$ cat config.mk
export PLATFORM = sky130hd
export DESIGN_NAME = mmio_ctrl
export DESIGN_NICKNAME = d
export VERILOG_FILES = /design/src/rtl/mmio_ctrl_pkg.sv /design/src/rtl/mmio_ctrl_debounce.sv /design/src/rtl/mmio_ctrl.sv
export SDC_FILE = /design/constraint.sdc
export NUM_CORES = 1
export LEC_CHECK = 0
export ABC_AREA = 1
export ABC_CLOCK_PERIOD_IN_PS = 2570
export CAP_MARGIN = 20
export CORE_ASPECT_RATIO = 2
export CORE_MARGIN = 3
export CORE_UTILIZATION = 60
export CTS_CLUSTER_SIZE = 24
export DETAILED_ROUTE_END_ITERATION = 8
export GPL_ROUTABILITY_DRIVEN = 0
export PLACE_DENSITY = 0.81
export SKIP_CTS_REPAIR_TIMING = 1
export SLEW_MARGIN = 20
export SYNTH_ARGS = -nofsm -noshare
export SYNTH_HDL_FRONTEND = slang
export SYNTH_SLANG_ARGS = --single-unit
$ cat constraint.sdc
create_clock -name clk -period 2.57 [get_ports clk]
set_input_delay 0.514 -clock clk [delete_from_list [all_inputs] [get_ports clk]]
set_output_delay 0.514 -clock clk [all_outputs]
set_load 0.05 [all_outputs]
$ cat src/rtl/mmio_ctrl_pkg.sv
// Shared constants for the memory-mapped board I/O block: register map,
// debounce defaults and the KCTRL status word layout.
package mmio_ctrl_pkg;

  localparam logic [31:0] DEF_ADDR_HEX   = 32'hF000_0000;
  localparam logic [31:0] DEF_ADDR_LEDR  = 32'hF000_0004;
  localparam logic [31:0] DEF_ADDR_KEY   = 32'hF000_0010;
  localparam logic [31:0] DEF_ADDR_SW    = 32'hF000_0014;
  localparam logic [31:0] DEF_ADDR_KCTRL = 32'hF000_0110;

  localparam logic [15:0] DEF_DEBOUNCE_CYCLES = 16'd1000;
  localparam int          DEB_CNT_W           = 16;

  // bit 0 summarises "any key pending" so software can poll a single bit
  function automatic logic [31:0] kctrl_word(input logic [3:0] kpend);
    return {27'b0, kpend, |kpend};
  endfunction

endpackage

$ cat src/rtl/mmio_ctrl_debounce.sv
// One-bit input conditioner: two-flop synchronizer, stability counter and
// accepted-value flop. RST_VAL sets the idle level of the whole chain.
module mmio_ctrl_debounce #(
  parameter int                 CNT_W   = 16,
  parameter logic [CNT_W-1:0]   THRESH  = 1000,
  parameter logic               RST_VAL = 1'b0
) (
  input  logic clk,
  input  logic reset,
  input  logic raw_i,
  output logic acc_o
);

  localparam logic [CNT_W-1:0] TC  = THRESH - CNT_W'(1);
  localparam logic [CNT_W-1:0] ONE = CNT_W'(1);

  logic             sync1_q, sync2_q;
  logic             acc_q, acc_d;
  logic [CNT_W-1:0] cnt_q, cnt_d;

  // counter measures how long the synchronized level has disagreed with the
  // accepted level; any return to the accepted level restarts the window
  always_comb begin
    acc_d = acc_q;
    cnt_d = cnt_q;
    if (sync2_q == acc_q) begin
      cnt_d = '0;
    end else if (cnt_q == TC) begin
      acc_d = sync2_q;
      cnt_d = '0;
    end else begin
      cnt_d = cnt_q + ONE;
    end
  end

  always_ff @(posedge clk or negedge reset) begin
    if (!reset) begin
      sync1_q <= RST_VAL;
      sync2_q <= RST_VAL;
      acc_q   <= RST_VAL;
      cnt_q   <= '0;
    end else begin
      sync1_q <= raw_i;
      sync2_q <= sync1_q;
      acc_q   <= acc_d;
      cnt_q   <= cnt_d;
    end
  end

  assign acc_o = acc_q;

endmodule

$ cat src/rtl/mmio_ctrl.sv
// Memory-mapped board I/O: HEX/LEDR output registers, debounced KEY/SW
// inputs and a sticky key-press latch with write-one-to-clear.
module mmio_ctrl
  import mmio_ctrl_pkg::*;
#(
  parameter logic [15:0] DEBOUNCE_CYCLES = DEF_DEBOUNCE_CYCLES,
  parameter logic [31:0] ADDR_HEX        = DEF_ADDR_HEX,
  parameter logic [31:0] ADDR_LEDR       = DEF_ADDR_LEDR,
  parameter logic [31:0] ADDR_KEY        = DEF_ADDR_KEY,
  parameter logic [31:0] ADDR_SW         = DEF_ADDR_SW,
  parameter logic [31:0] ADDR_KCTRL      = DEF_ADDR_KCTRL
) (
  input  logic        clk,
  input  logic        reset,
  input  logic [31:0] addr,
  input  logic        wr_en,
  input  logic        rd_en,
  input  logic [31:0] wr_data,
  output logic [31:0] rd_data,
  output logic        is_io,
  input  logic [3:0]  key_in,
  input  logic [9:0]  sw_in,
  output logic [15:0] hex_out,
  output logic [9:0]  ledr_out
);

  logic [3:0]  key_acc;
  logic [9:0]  sw_acc;
  logic [3:0]  pressed, pressed_prev_q, key_rise;
  logic [3:0]  kpend_q, kpend_d;
  logic [15:0] hex_q, hex_d;
  logic [9:0]  ledr_q, ledr_d;
  logic        sel_hex, sel_ledr, sel_key, sel_sw, sel_kctrl;
  logic [31:0] rd_mux;
  logic        unused_wr_bits;

  // keys idle high (active-low buttons), switches idle low
  for (genvar i = 0; i < 4; i++) begin : g_key
    mmio_ctrl_debounce #(
      .CNT_W  (DEB_CNT_W),
      .THRESH (DEBOUNCE_CYCLES),
      .RST_VAL(1'b1)
    ) u_deb (
      .clk  (clk),
      .reset(reset),
      .raw_i(key_in[i]),
      .acc_o(key_acc[i])
    );
  end

  for (genvar i = 0; i < 10; i++) begin : g_sw
    mmio_ctrl_debounce #(
      .CNT_W  (DEB_CNT_W),
      .THRESH (DEBOUNCE_CYCLES),
      .RST_VAL(1'b0)
    ) u_deb (
      .clk  (clk),
      .reset(reset),
      .raw_i(sw_in[i]),
      .acc_o(sw_acc[i])
    );
  end

  always_comb begin
    sel_hex   = (addr == ADDR_HEX);
    sel_ledr  = (addr == ADDR_LEDR);
    sel_key   = (addr == ADDR_KEY);
    sel_sw    = (addr == ADDR_SW);
    sel_kctrl = (addr == ADDR_KCTRL);
    is_io     = sel_hex | sel_ledr | sel_key | sel_sw | sel_kctrl;
  end

  assign pressed  = ~key_acc;
  assign key_rise = pressed & ~pressed_prev_q;

  // clear is applied before set so a fresh press survives a concurrent W1C
  always_comb begin
    hex_d   = hex_q;
    ledr_d  = ledr_q;
    kpend_d = kpend_q;
    if (wr_en && sel_hex)   hex_d   = wr_data[15:0];
    if (wr_en && sel_ledr)  ledr_d  = wr_data[9:0];
    if (wr_en && sel_kctrl) kpend_d = kpend_d & ~wr_data[4:1];
    kpend_d = kpend_d | key_rise;
  end

  always_ff @(posedge clk or negedge reset) begin
    if (!reset) begin
      hex_q          <= '0;
      ledr_q         <= '0;
      kpend_q        <= '0;
      pressed_prev_q <= '0;
    end else begin
      hex_q          <= hex_d;
      ledr_q         <= ledr_d;
      kpend_q        <= kpend_d;
      pressed_prev_q <= pressed;
    end
  end

  always_comb begin
    rd_mux = '0;
    if (sel_hex)   rd_mux = {16'b0, hex_q};
    if (sel_ledr)  rd_mux = {22'b0, ledr_q};
    if (sel_key)   rd_mux = {28'b0, pressed};
    if (sel_sw)    rd_mux = {22'b0, sw_acc};
    if (sel_kctrl) rd_mux = kctrl_word(kpend_q);
    rd_data = rd_en ? rd_mux : 32'h0;
  end

  assign hex_out        = hex_q;
  assign ledr_out       = ledr_q;
  assign unused_wr_bits = ^wr_data[31:16];

endmodule

-- Word level (Yosys, flattened, before mapping)
Index checks and enable logic that the tools add are counted.
- register bits: 300
- output and inout bits: 59
- logic and storage cells: 184
- bits of input ports: 82
- mux-type cells: 35
- reductions and logical operators: 18
- equal/unequal tests: 33
- bitwise logic cells: 24
- add/subtract/negate cells: 14
- operators by type and width (operator ; number):
    16-bit 2-to-1 mux ; 30
    16-bit by 1-bit adder with 16-bit output, second input constant ; 14
    16-bit by 10-bit == test with 1-bit output, second input constant ; 14
    32-bit == test, second input constant ; 5
    32-bit 2-to-1 mux ; 4
    2-bit AND reduction ; 14
    1-bit == test ; 14
    1-bit NOT ; 14
    4-bit NOT ; 3
    4-bit AND ; 2
    4-bit 2-to-1 mux ; 1
    1-bit OR ; 4
    4-bit OR ; 1
    4-bit OR reduction ; 1
    1-bit logical AND ; 3

-- Logic depth before layout (Yosys ltp)
Gate-level depths: netlist of the first run.
- word-level depth: 7
- depth in mapped cells: 13
- gate-level depth less buffers: 12

-- By module
Synthesis of the first run repeated with hierarchy kept, for this count alone.
- cell total of the unflattened synthesis: 2088
- area total of the unflattened synthesis: 16031.6 um2
- by module, submodules not included (module ; seq. area each (um2) ; times used ; cells each ; area an instance (um2)):
    mmio_ctrl_debounce (g_sw[0].u_deb ...) ; 475.5 ; 10 ; 126 ; 978.4
    mmio_ctrl_debounce (g_key[0].u_deb ...) ; 479.2 ; 4 ; 126 ; 982.2
    mmio_ctrl ; 850.8 ; 1 ; 324 ; 2318.5

-- Worst setup path after synthesis of the first run
OpenSTA, ideal clock, no wires.
- path type: input port to output port
- from: input port addr[23]
- to: output port rd_data[2]
- data arrival time: 2.161 ns
- path buffers: 1
- cell stages on the path: 10
- required time: 2.056 ns
- path slack: -0.105 ns
- cell sequence: nor2_1 > nand2_1 > nor2_1 > nand2_1 > nor2_4 > buf_2 > nand4_1 > nand3_1 > nand2_1 > a21oi_1
- longest elaborated chain between the ends: 7
- elaborated cells between the ends (all ways): 11
- those cells by class: eq/ne (5); mux (6)
- RTL lines (element ; RTL line ; source):
    start, declared ; mmio_ctrl.sv:15 ; input logic [31:0] addr,
    32-bit == test ; mmio_ctrl.sv:65 ; sel_hex = (addr == ADDR_HEX);
    16-bit 2-to-1 mux ; mmio_ctrl.sv:103 ; if (sel_hex) rd_mux = {16'b0, hex_q};
    16-bit 2-to-1 mux ; mmio_ctrl.sv:104 ; if (sel_ledr) rd_mux = {22'b0, ledr_q};
    32-bit 2-to-1 mux ; mmio_ctrl.sv:105 ; if (sel_key) rd_mux = {28'b0, pressed};
    32-bit 2-to-1 mux ; mmio_ctrl.sv:106 ; if (sel_sw) rd_mux = {22'b0, sw_acc};
    32-bit 2-to-1 mux (*) ; mmio_ctrl.sv:107 ; if (sel_kctrl) rd_mux = kctrl_word(kpend_q);
    32-bit 2-to-1 mux (*) ; mmio_ctrl.sv:108 ; rd_data = rd_en ? rd_mux : 32'h0;
    end, declared ; mmio_ctrl.sv:19 ; output logic [31:0] rd_data,
Every way passes the cells marked *; elsewhere a longest branch is shown, timed or not.

-- Worst setup path in the final report of the first run
- from: input port addr[24]
- to: output port rd_data[0]
Same word-level chain as after synthesis.

==> results of run 1 <==
-- synth_stat cells, types with 3 or more instances --
cell type	n	area, sq um
o21ai_1	16	80.1
nor3b_1	39	293
mux2_2	4	45.0
buf_4	16	120
nor2_1	313	1170
nor2_4	4	45.0
nor3_2	17	170
dfrtp_1	288	7210
o21ai_0	36	180
a31oi_1	3	18.8
buf_6	6	67.6
nor4_1	22	138
nor2_2	25	156
ha_1	14	175
inv_2	22	82.6
inv_1	209	785
nand4_1	47	294
buf_2	5	25.0
nand3b_1	3	22.5
a21oi_1	26	130
o21ai_2	20	175
nand2_1	349	1310
nor3_1	69	345
nand2_2	3	18.8
dfstp_2	12	315
nand3_1	99	495
xor2_1	76	666
a211oi_1	7	52.6
-- per-layer routing --
metal	wire length, um	vias to the layer above
li1	-	5978
met1	12300	5849
met2	18700	337
met3	1460	96
met4	1390	0
met5	0	-
-- flip-flops by register name, indices dropped and copies added, names as in the netlist --
register / cells
g_key.u_deb.acc_o: 4
g_key.u_deb.cnt_q: 64
g_key.u_deb.sync1_q: 4
g_key.u_deb.sync2_q: 4
g_sw.u_deb.acc_o: 10
g_sw.u_deb.cnt_q: 160
g_sw.u_deb.sync1_q: 10
g_sw.u_deb.sync2_q: 10
hex_out: 16
kpend_q: 4
ledr_out: 10
pressed_prev_q: 4
-- through the flow --
stage / total power [mW] / instance area, sq um / utilization [%] / hold WS, ns / setup TNS (ns)
2_1_floorplan: 5.17 / 14800 / - / 0.218 / -0.0750
5_1_grt: 9.67 / 17700 / 73.7 / 0.353 / -0.941
3_5_place_dp: 5.45 / 16600 / 69.0 / 0.338 / -5.39
4_1_cts: 9.42 / 17400 / 72.6 / -0.0847 / -5.27
6_report: 9.33 / 17700 / 73.7 / 0.351 / -0.126
3_3_place_gp: 5.43 / 16600 / 69.0 / 0.333 / -4.70
-- kinds of logic after synthesis --
logic type               share of synthesized area (%)
adder cells (fa/ha/maj)                           1.19
AND/OR/NAND/NOR                                   30.8
buffers and inverters                             7.35
flip-flops                                        51.0
AO/OA/AOI/OAI                                     4.75
XOR/XNOR                                          4.57
other                                           0.0254
multiplexers                                     0.306
-- cells in the final DEF, fill, tap and decap left out, types with 26 or more instances in the layout --
master           instances
nor2_2                  42
inv_1                  202
nand2_1                338
clkdlybuf4s50_1         58
dfrtp_1                288
nor3_1                  69
inv_2                   26
o21ai_0                 34
xor2_1                  76
nand4_1                 47
nor3b_1                 39
nand3_1                 95
buf_4                   34
clkbuf_16               27
nor2_1                 294
-- power breakdown --
part           switching (mW)  internal (mW)
registers              0.0505           4.80
logic                   0.331          0.176
clock network            1.74           2.23
total                    2.12           7.21
-- final cells by class --
class | instances | area, sq um
Sequential cell | 300 | 7520
Clock buffer | 39 | 791
Fill cell | 1810 | 6330
Clock inverter | 9 | 81.3
Tap cell | 287 | 359
Inverter | 232 | 881
Timing Repair Buffer | 154 | 1700
Multi-Input combinational cell | 1224 | 6360
-- worst max-delay path by stage --
| stage | start | endpoint | slack, ns | depth (start not counted) |
|---|---|---|---|---|
| floorplan | addr[23] | rd_data[10] | -0.01 | 10 |
| global placement | addr[30] | rd_data[3] | -0.31 | 13 |
| detailed placement | addr[31] | rd_data[3] | -0.34 | 13 |
| CTS | addr[31] | rd_data[3] | -0.36 | 13 |
| global route | addr[26] | rd_data[0] | -0.16 | 14 |
| finish | addr[24] | rd_data[0] | -0.06 | 14 |
==> results.sh, run 1 <==
export IMPL_drive_gt1_share_pct=14.4
export IMPL_hold_path_end="g_sw[6].u_deb.sync2_q"
export IMPL_placementRows=80
export IMPL_clockRootBuffer="clkbuf_16"
export IMPL_synth_area_per_cell_sq_um=8.34
export IMPL_fin_ws_ns=-0.0644
export IMPL_critPathBufInv=3
export IMPL_start_kind="input port"
export IMPL_htreeDepth=1
export IMPL_synth_seq_area_share_pct=51.0
export IMPL_power_density_nw_per_um2=527
export IMPL_cts_inserted_buffers=26
export IMPL_post_route_period_util_pct=103
export IMPL_num_io_pins=141
export IMPL_ys_async_sr_fraction_pct=100
export IMPL_hpwlAfterDp_mm=24.6
export IMPL_finalSetupViolations=3
export IMPL_dpl_cell_count=2188
export IMPL_n_antenna_cell=0
export IMPL_core_sq_um=24000
export IMPL_overflow=0
export IMPL_fmax_mhz=380
export IMPL_first_pass_iters=7
export IMPL_critPathSlowestCell="nor2_4"
export IMPL_wl_per_cell_um=15.1
export IMPL_drc=0
export IMPL_clk_pin_slew_worst_paths_ns=0.07
export IMPL_yosys_warnings=0
export IMPL_portBuffers=108
export IMPL_cp_cell_sequence="buf_6 -> nor2_1 -> nand2_1 -> nor2_1 -> nand2_2 -> nor2_4 -> nand2_2 -> nor2_4 -> buf_6 -> nand2_1 -> nand2_1 -> nor2_2 -> nor2_4 -> buf_12"
export IMPL_antenna_found_initial=0
export IMPL_initial_utilization_pct=61.4
export IMPL_grt_pass1_vias=12498
export IMPL_vias=12260
export IMPL_use_met3_pct=3.29
export IMPL_synthFlopType="dfrtp_1"
export IMPL_grt_max_degree=64
export IMPL_synth_enable_flop_cells=0
export IMPL_ir_drop_mv=0.585
export IMPL_critPathMaxStageDelay_ns=0.20
export IMPL_areaGrowthSynthToFinish_pct=20.0
export IMPL_place_ws_ns=-0.337
export IMPL_die_h_um=228
export IMPL_cp_max_fo=5
export IMPL_grtUsageMet1_pct=27.9
export IMPL_synth_area_sq_um=14700
export IMPL_finalHoldViolations=0
export IMPL_status="complete, but fails checks"
export IMPL_post_route_min_period_ns=2.63
export IMPL_cts_tree="yes"
export IMPL_synth_seq_cells=300
export IMPL_grt_pass1_wl_mm=55.5
export IMPL_r2r_end="g_key[2].u_deb.cnt_q[14]"
export IMPL_endpoint_kind="output pin"
export IMPL_min_path_type="reg2reg"
export IMPL_cts_max_path_buffers=3
export IMPL_clock_latency_ns=0.54
export IMPL_cp_arrival_ns=2.12
export IMPL_drt_iter0_drc=688
export IMPL_worstHoldStart="g_sw[6].u_deb.sync1_q"
export IMPL_critPathTopFamily="simple AND/OR/NAND/NOR gates"
export IMPL_met2_usage_pct=48.8
export IMPL_hold_path_depth=0
export IMPL_ff2ff_path_depth=10
export IMPL_antenna_left=0
export IMPL_relSlewSlack_pct=57.6
export IMPL_violations="setup timing"
export IMPL_leakage_nw=8.18
export IMPL_rrSetupSlack_ns=0.70
export IMPL_skew_ns=0.00910
export IMPL_reg2reg_from="g_key[2].u_deb.cnt_q[0]"
export IMPL_required_ns=2.06
export IMPL_fin_nets=2034
export IMPL_critPathKind="in2out"
export IMPL_grt_busiest_layer="met2"
export IMPL_max_cap_violations=0
export IMPL_grt_use_total_pct=25.7
export IMPL_syn_inst=1767
export IMPL_viasPerCell=5.46
export IMPL_instances_no_fill=2245
export IMPL_rsz0062_at_grt="true"
export IMPL_routed_wirelength_mm=33.8
export IMPL_die_w_um=117
export IMPL_drv_slew=0
export IMPL_clock_sinks=300
export IMPL_die_area_sq_um=26600
export IMPL_synthDistinctLibCells=43
export IMPL_worst_pin_slew_ns=0.634
No activity file was read; power rests on OpenSTA's default activity.
==> inputs of run 2 (changes only) <==
--- a/config.mk
+++ b/config.mk
@@ -16,7 +16,7 @@
 export GPL_ROUTABILITY_DRIVEN = 0
 export PLACE_DENSITY = 0.81
 export SKIP_CTS_REPAIR_TIMING = 1
-export SLEW_MARGIN = 20
+export SLEW_MARGIN = 10
 export SYNTH_ARGS = -nofsm -noshare
 export SYNTH_HDL_FRONTEND = slang
 export SYNTH_SLANG_ARGS = --single-unit
==> results of run 2 <==
No change in the layout: final DEF, timing and power equal those of run 1.
==> inputs of run 3 (changes only) <==
--- a/config.mk
+++ b/config.mk
@@ -11,7 +11,7 @@
 export CORE_ASPECT_RATIO = 2
 export CORE_MARGIN = 3
 export CORE_UTILIZATION = 60
-export CTS_CLUSTER_SIZE = 24
+export CTS_CLUSTER_SIZE = 25
 export DETAILED_ROUTE_END_ITERATION = 8
 export GPL_ROUTABILITY_DRIVEN = 0
 export PLACE_DENSITY = 0.81
==> results of run 3 <==
No change in the layout: final DEF, timing and power equal those of run 1.
